`src/rtl/pc_sequencer.sv`:
```
// Program-counter sequencer feeding fetch: valid/stall issue, redirects, fetch count.
// Optional PC limit with HALT state enabled by defining PC_SEQ_LIMIT_EN.
module pc_sequencer #(
    parameter int unsigned PC_WIDTH = 32,
    parameter int unsigned RESET_PC = 0,
    parameter int unsigned PC_LIMIT = 255
) (
    input  logic                clock,
    input  logic                reset,
    input  logic                enable,
    input  logic                stall,
    input  logic                redirect_valid,
    input  logic [PC_WIDTH-1:0] redirect_target,
    output logic [PC_WIDTH-1:0] pc,
    output logic                pc_valid,
    output logic [31:0]         fetch_count,
    output logic                halted
);

    localparam logic [PC_WIDTH-1:0] PC_RST = PC_WIDTH'(RESET_PC);
    localparam logic [PC_WIDTH-1:0] PC_ONE = PC_WIDTH'(1);

`ifdef PC_SEQ_LIMIT_EN
    typedef enum logic [1:0] {
        IDLE,
        RUN,
        HALT
    } state_t;
`else
    typedef enum logic [1:0] {
        IDLE,
        RUN
    } state_t;
`endif

    state_t              state_q;
    state_t              state_d;
    logic [PC_WIDTH-1:0] pc_q;
    logic [PC_WIDTH-1:0] pc_d;
    logic [31:0]         count_q;
    logic [31:0]         count_d;
    logic                valid_q;
    logic                halted_q;
    logic                limit_hit;
    logic                halt_next;
    logic [31:0]         count_inc;

    // Zero-extend so a narrow pc never aliases a wide limit value.
`ifdef PC_SEQ_LIMIT_EN
    assign limit_hit = (32'(pc_q) == PC_LIMIT);
    assign halt_next = (state_d == HALT);
`else
    logic unused_limit;
    assign unused_limit = (32'(pc_q) == PC_LIMIT);
    assign limit_hit    = 1'b0;
    assign halt_next    = 1'b0;
`endif

    assign count_inc = (count_q == 32'hFFFF_FFFF) ? count_q
                                                  : count_q + 32'd1;

    always_comb begin
        state_d = state_q;
        pc_d    = pc_q;
        count_d = count_q;
        if (redirect_valid) begin
            pc_d    = redirect_target;
            state_d = enable ? RUN : IDLE;
        end else if (!enable) begin
            if (state_q == RUN) begin
                state_d = IDLE;
            end
        end else begin
            unique case (state_q)
                IDLE: begin
                    state_d = RUN;
                end
                RUN: begin
                    if (!stall) begin
                        count_d = count_inc;
                        if (limit_hit) begin
`ifdef PC_SEQ_LIMIT_EN
                            state_d = HALT;
`endif
                        end else begin
                            pc_d = pc_q + PC_ONE;
                        end
                    end
                end
                default: begin
                    state_d = state_q;
                end
            endcase
        end
    end

    always_ff @(posedge clock) begin
        if (reset) begin
            state_q  <= IDLE;
            pc_q     <= PC_RST;
            count_q  <= 32'd0;
            valid_q  <= 1'b0;
            halted_q <= 1'b0;
        end else begin
            state_q  <= state_d;
            pc_q     <= pc_d;
            count_q  <= count_d;
            valid_q  <= (state_d == RUN);
            halted_q <= halt_next;
        end
    end

    assign pc          = pc_q;
    assign pc_valid    = valid_q;
    assign fetch_count = count_q;
    assign halted      = halted_q;

endmodule

```
`config.mk`:
```
export PLATFORM = sky130hd
export DESIGN_NAME = pc_sequencer
export DESIGN_NICKNAME = d
export VERILOG_FILES = /design/src/rtl/pc_sequencer.sv
export SDC_FILE = /design/constraint.sdc
export NUM_CORES = 1
export LEC_CHECK = 0
export CAP_MARGIN = 15
export CORE_UTILIZATION = 30
export DETAILED_ROUTE_END_ITERATION = 10
export SLEW_MARGIN = 20
export SYNTH_ARGS = -nofsm -noshare
export SYNTH_HDL_FRONTEND = slang
export SYNTH_SLANG_ARGS = --single-unit
```
`constraint.sdc`:
```
create_clock -name clock -period 6.55 [get_ports clock]
set_input_delay 1.31 -clock clock [delete_from_list [all_inputs] [get_ports clock]]
set_output_delay 1.31 -clock clock [all_outputs]
set_load 0.03 [all_outputs]
```
# Yosys cells after proc, flatten, opt, wreduce, memory -nomap -nowiden
# Index checks and enable logic that the tools add are counted.
# op_classes
n_eq_ne	4
mux	9
addsub	2
n_reduce_logical	5
bitwise	3
# ops
operator	n
2-to-1 mux 32 bit	4
adder 32 x 1 -> 32 bit (second input constant)	2
equality test 32 bit (second input constant)	1
2-to-1 mux 2 bit	4
AND reduction 5 bit	1
equality test 2 x 1 -> 1 bit (second input constant)	2
nonzero test 2 bit	2
inverter 1 bit	3
AND reduction 3 bit	1
logical NOT 2 bit	1
inequality test 2 x 1 -> 1 bit (second input constant)	1
2-to-1 mux 1 bit	1
# word_totals
wordCells	27
register_bits	67
inputBits	37

# Logic depth before layout (Yosys ltp)
# depth
word_depth	5
depth_mapped	7
depth_no_buf	6

# Worst setup path after synthesis
# OpenSTA, ideal clock, no wires.
# synth_timing
kind	input to register
from	input port stall
to	register count_q[31] (netlist: fetch_count[31])
t_required_ns	6.435
path_stages	5
setup_ns	0.115
n_path_buf	0
arrival_ns	2.872
setup_slack_ns	3.564
cell_sequence	nand4bb_1 -> nor4_2 -> o211ai_1 -> o31a_1 -> o21a_1
# synth_between
elab_chain_len	2
# synth_lines
element	line	source
from (decl)	11	input logic stall,
inverter 1 bit (no source line)	n/a	
AND reduction 5 bit (no source line)	n/a	
to (signal assigned)	107	count_q <= count_d;
to (decl)	40	logic [31:0] count_q;
# Every way passes these cells.
# A chain may end at the register's enable or synchronous reset.

# Worst setup path after layout
# layout_timing
from	input port redirect_valid
to	register count_q[31] (netlist: fetch_count[31])
# layout_between
elab_chain_len	2
# layout_lines
element	line	source
from (decl)	12	input logic redirect_valid,
inverter 1 bit (no source line)	n/a	
AND reduction 5 bit (no source line)	n/a	
# Every way passes these cells.

==> flow_metrics.tcl <==
set metrics [dict create \
    run_status "finished, final reports clean" \
    cts.htree.levels 3 \
    crit_required_ps 6770 \
    clock.fmax_mhz 278.2 \
    timing.reg2reg.worst_path_depth 6 \
    critPathMaxFanout 14 \
    initial_utilization_pct 31.39 \
    vdd.ir_drop.worst_mv 0.1098 \
    layout.nets 556 \
    number_of_top_level_pins 103 \
    die_x_um 109.7 \
    power.combinational.fraction_pct 11.5 \
    min_period_ps 3594 \
    wl_per_cell_um 15.52 \
    hold_viol_final 0 \
    globalRoute.totalOverflow 0 \
    slew_violations 0 \
    setup.reg_to_reg.worst_slack_ps 3970 \
    synth_largest_area_cell "dfxtp_1" \
    holdPathEnd "state_q[0]" \
    dieHeight_um 109.7 \
    ant_nets 0 \
    dpl_cell_area_mm2 0.004576 \
    synthesis.nets 465 \
    timing.hold.worst_path_depth 1 \
    timing.slew.headroom_pct 38.95 \
    post_synthesis_cell_area_mm2 0.003477 \
    critical_path.cell_chain "clkdlybuf4s50_1 -> nor4_2 -> o211ai_1 -> o31a_1 -> o21a_1" \
    post_cts_resize_count 0 \
    hold_path_class "reg -> reg" \
    synthDistinctLibCells 48 \
    synthDominantCellAreaShare_pct 38.58 \
    regToRegEndpoint "fetch_count[1]" \
    power_switching_share_pct 24.68 \
    global_route.usage.total_pct 17.49 \
    synth_ff_type "dfxtp_1" \
    final_layout_size_suffix_gt1_share_pct 5.172 \
    totalWireLength_um 10270 \
    global_route_wire_length_before_repair_um 16390 \
    clock_power_share_pct 46.2 \
    async_reset_ff_share_pct 0 \
    cts-root-buf "clkbuf_16" \
    fillCellCount 1121 \
    post_cts_hold_buffer_count 0 \
    cts_post_setup_buffers_inserted 0 \
    grt_setup_unrepaired "no" \
    buffer_ports.inserted 101 \
    n_antenna_cell 0 \
    gp_congestion 0.7920 \
    arrival_ps 3820 \
    leakagePower_nw 1.554 \
    drt-pass1-iter-count 4 \
    setup_viol_count_final 0 \
    power_report.internal_total_w 0.0007819 \
    core-area_mm2 0.01108 \
    route.vias.total 3508 \
    flow.area_growth_from_synthesis_pct 40.23 \
    maxCapViolations 0 \
    stdcell_area_mm2 0.004876 \
    dp_worst_setup_slack_ps 2651 \
    numClockSinks 67 \
    antenna_found_initial 0 \
    power.net_switching_w 0.0002562 \
    remaining_drc_errors 0 \
    accumulated_negative_setup_slack_ps 0 \
    clockBufferDepth 2 \
    tritoncts.num_buffers 9 \
    largest_stage_delay_on_the_critical_path_ps 910 \
    fin_crit_sh_pct 54.87 \
    detailedPlacementHpwl_um 7134 \
    total_power_w 0.001038 \
    grt_pass1_vias 3310 \
    worstReg2RegStart "fetch_count[0]" \
    synthesis.instances 426 \
    synth_seq_cells 67 \
    synth_enable_flop_cells 0 \
    synth.avg_cell_area_um2 8.162 \
    yosysSeqAreaShare_pct 38.58 \
    worst_pin_slew_ps 908.2 \
    critical_path.startpoint_type "input port" \
    floorplan.die_area_mm2 0.01203 \
    criticalPathCategory "in -> reg" \
    seqPwrFrac_pct 42.2 \
    min_from "state_q[0]" \
    postLayoutSetupSlackWorst_ps 2956 \
    worst_setup_hold_path_clk_slew_ps 60 \
    tritoncts_clock_tree "yes" \
    post_drt_via_cell_ratio 5.299 \
    synth_top_cells_by_area "dfxtp_1 39%, xnor2_1 8.6%, a211oi_1 4.5%" \
    maximum_number_of_pins_on_one_net_before_global_route_repair 65 \
    critical_path.endpoint_type "flop" \
    fp-row-count 38 \
    hold-worst-slack_ps 482.7 \
    clk-insertion-delay-late_ps 320 \
    critical_path.slowest_cell "nor4_2" \
    first_iter_violations 175 \
    power_per_cell_area_mw_per_mm2 212.9 \
    yosysWarningCount 0 \
    skew_ps 7.417 \
]
==> cells by family after synthesis <==
group / count (synthesis) / synth area share (%)
simple gates: 187 / 28.72
compound gates: 92 / 17.27
flops: 67 / 38.58
buf+inv: 37 / 4.318
xor+xnor: 36 / 9.068
mux: 4 / 1.223
fa+ha+maj: 2 / 0.7196
other cells: 1 / 0.1078
==> critical path, delay by kind of cell <==
kind,cells,cell delay [ps]
buffers and inverters,1,680
AO/OA/AOI/OAI,3,910
AND/OR/NAND/NOR,1,910
==> cell usage after synthesis (3+ instances only) <==
library cell / count
nand3_1: 18
o21ai_0: 19
buf_1: 3
nand2_1: 35
a21oi_1: 29
nor2_1: 40
and3_1: 8
dfxtp_1: 67
inv_1: 14
or3_1: 17
nor3_1: 14
and4_1: 8
a211oi_1: 21
nand4_1: 20
xnor2_1: 34
or4_1: 3
clkbuf_1: 18
nor4_1: 13
o31ai_1: 7
==> registers in the layout (all words and copies together) (netlist names) <==
name         count
fetch_count     32
pc              32
state_q          2
pc_valid         1
==> power by group through the flow <==
stage | combinational [W] | clock (W) | sequential [W]
3_3_place_gp | 0.000119 | 0 | 0.000447
5_1_grt | 0.000129 | 0.000511 | 0.000440
4_1_cts | 0.000121 | 0.000491 | 0.000438
2_1_floorplan | 0.0000383 | 0 | 0.000470
6_report | 0.000120 | 0.000480 | 0.000438
3_5_place_dp | 0.000120 | 0 | 0.000447
==> placed cells by master, fill, tap and decap left out, types with 2 or more instances in the layout <==
cell type	netlist	final
nand2_1	35	35
o31ai_1	7	7
a2111oi_0	2	2
nor3_1	14	13
nor4_1	13	13
dfxtp_1	67	67
nor2_1	40	40
ha_1	2	2
or3_1	17	17
buf_4	1	2
mux2_2	2	2
inv_1	14	14
and2_1	2	2
o21a_1	2	2
a211oi_1	21	21
nand4_1	20	20
o21ai_0	19	19
clkinv_2	0	3
xnor2_1	34	34
nand3_1	18	18
clkbuf_16	0	9
and3_1	8	8
mux2i_1	2	2
a21oi_1	29	29
o311ai_0	2	2
or4_1	3	3
clkdlybuf4s50_1	0	100
o31a_1	2	2
xor2_1	2	2
and4_1	8	8
==> area by class of cell <==
type	count	area (µm²)	area share [%]
multi-input cells	322	1991	40.83
inverters	14	52.55	1.078
clock buffers	11	242.7	4.978
well taps	140	175.2	3.593
repair buffers	103	1021	20.94
clock inverters	5	52.55	1.078
flip-flops and latches	67	1341	27.51
==> metal layers <==
| metal | global-route usage (%) | share of wire [%] | wire [µm] | vias to the layer above |
|---|---|---|---|---|
| met4 | 4.190 | 1.1 | 112 | 0 |
| met5 | 0 | 0 | 0 | - |
| met3 | 4.683 | 7.0 | 721 | 11 |
| li1 | - | - | - | 1745 |
| met2 | 28.03 | 45 | 4644 | 107 |
| met1 | 23.28 | 47 | 4793 | 1645 |
==> through the flow <==
stage	std cells	utilization, %
finish	662	44.01
global route	662	44.01
CTS	662	43.97
detailed placement	646	41.30
global placement	646	41.30
floorplan	426	-
==> worst max path at each step <==
stage / slack, ps / depth (start not counted) / from / end
after floorplan: 3560 / 5 / stall / fetch_count[31]
after global placement: 2670 / 6 / stall / fetch_count[31]
after detailed placement: 2650 / 5 / redirect_valid / fetch_count[31]
after CTS: 2970 / 5 / redirect_valid / fetch_count[31]
after global routing: 2750 / 5 / redirect_valid / fetch_count[27]
final: 2960 / 5 / redirect_valid / fetch_count[31]
Power figures use the tool's default switching activity.
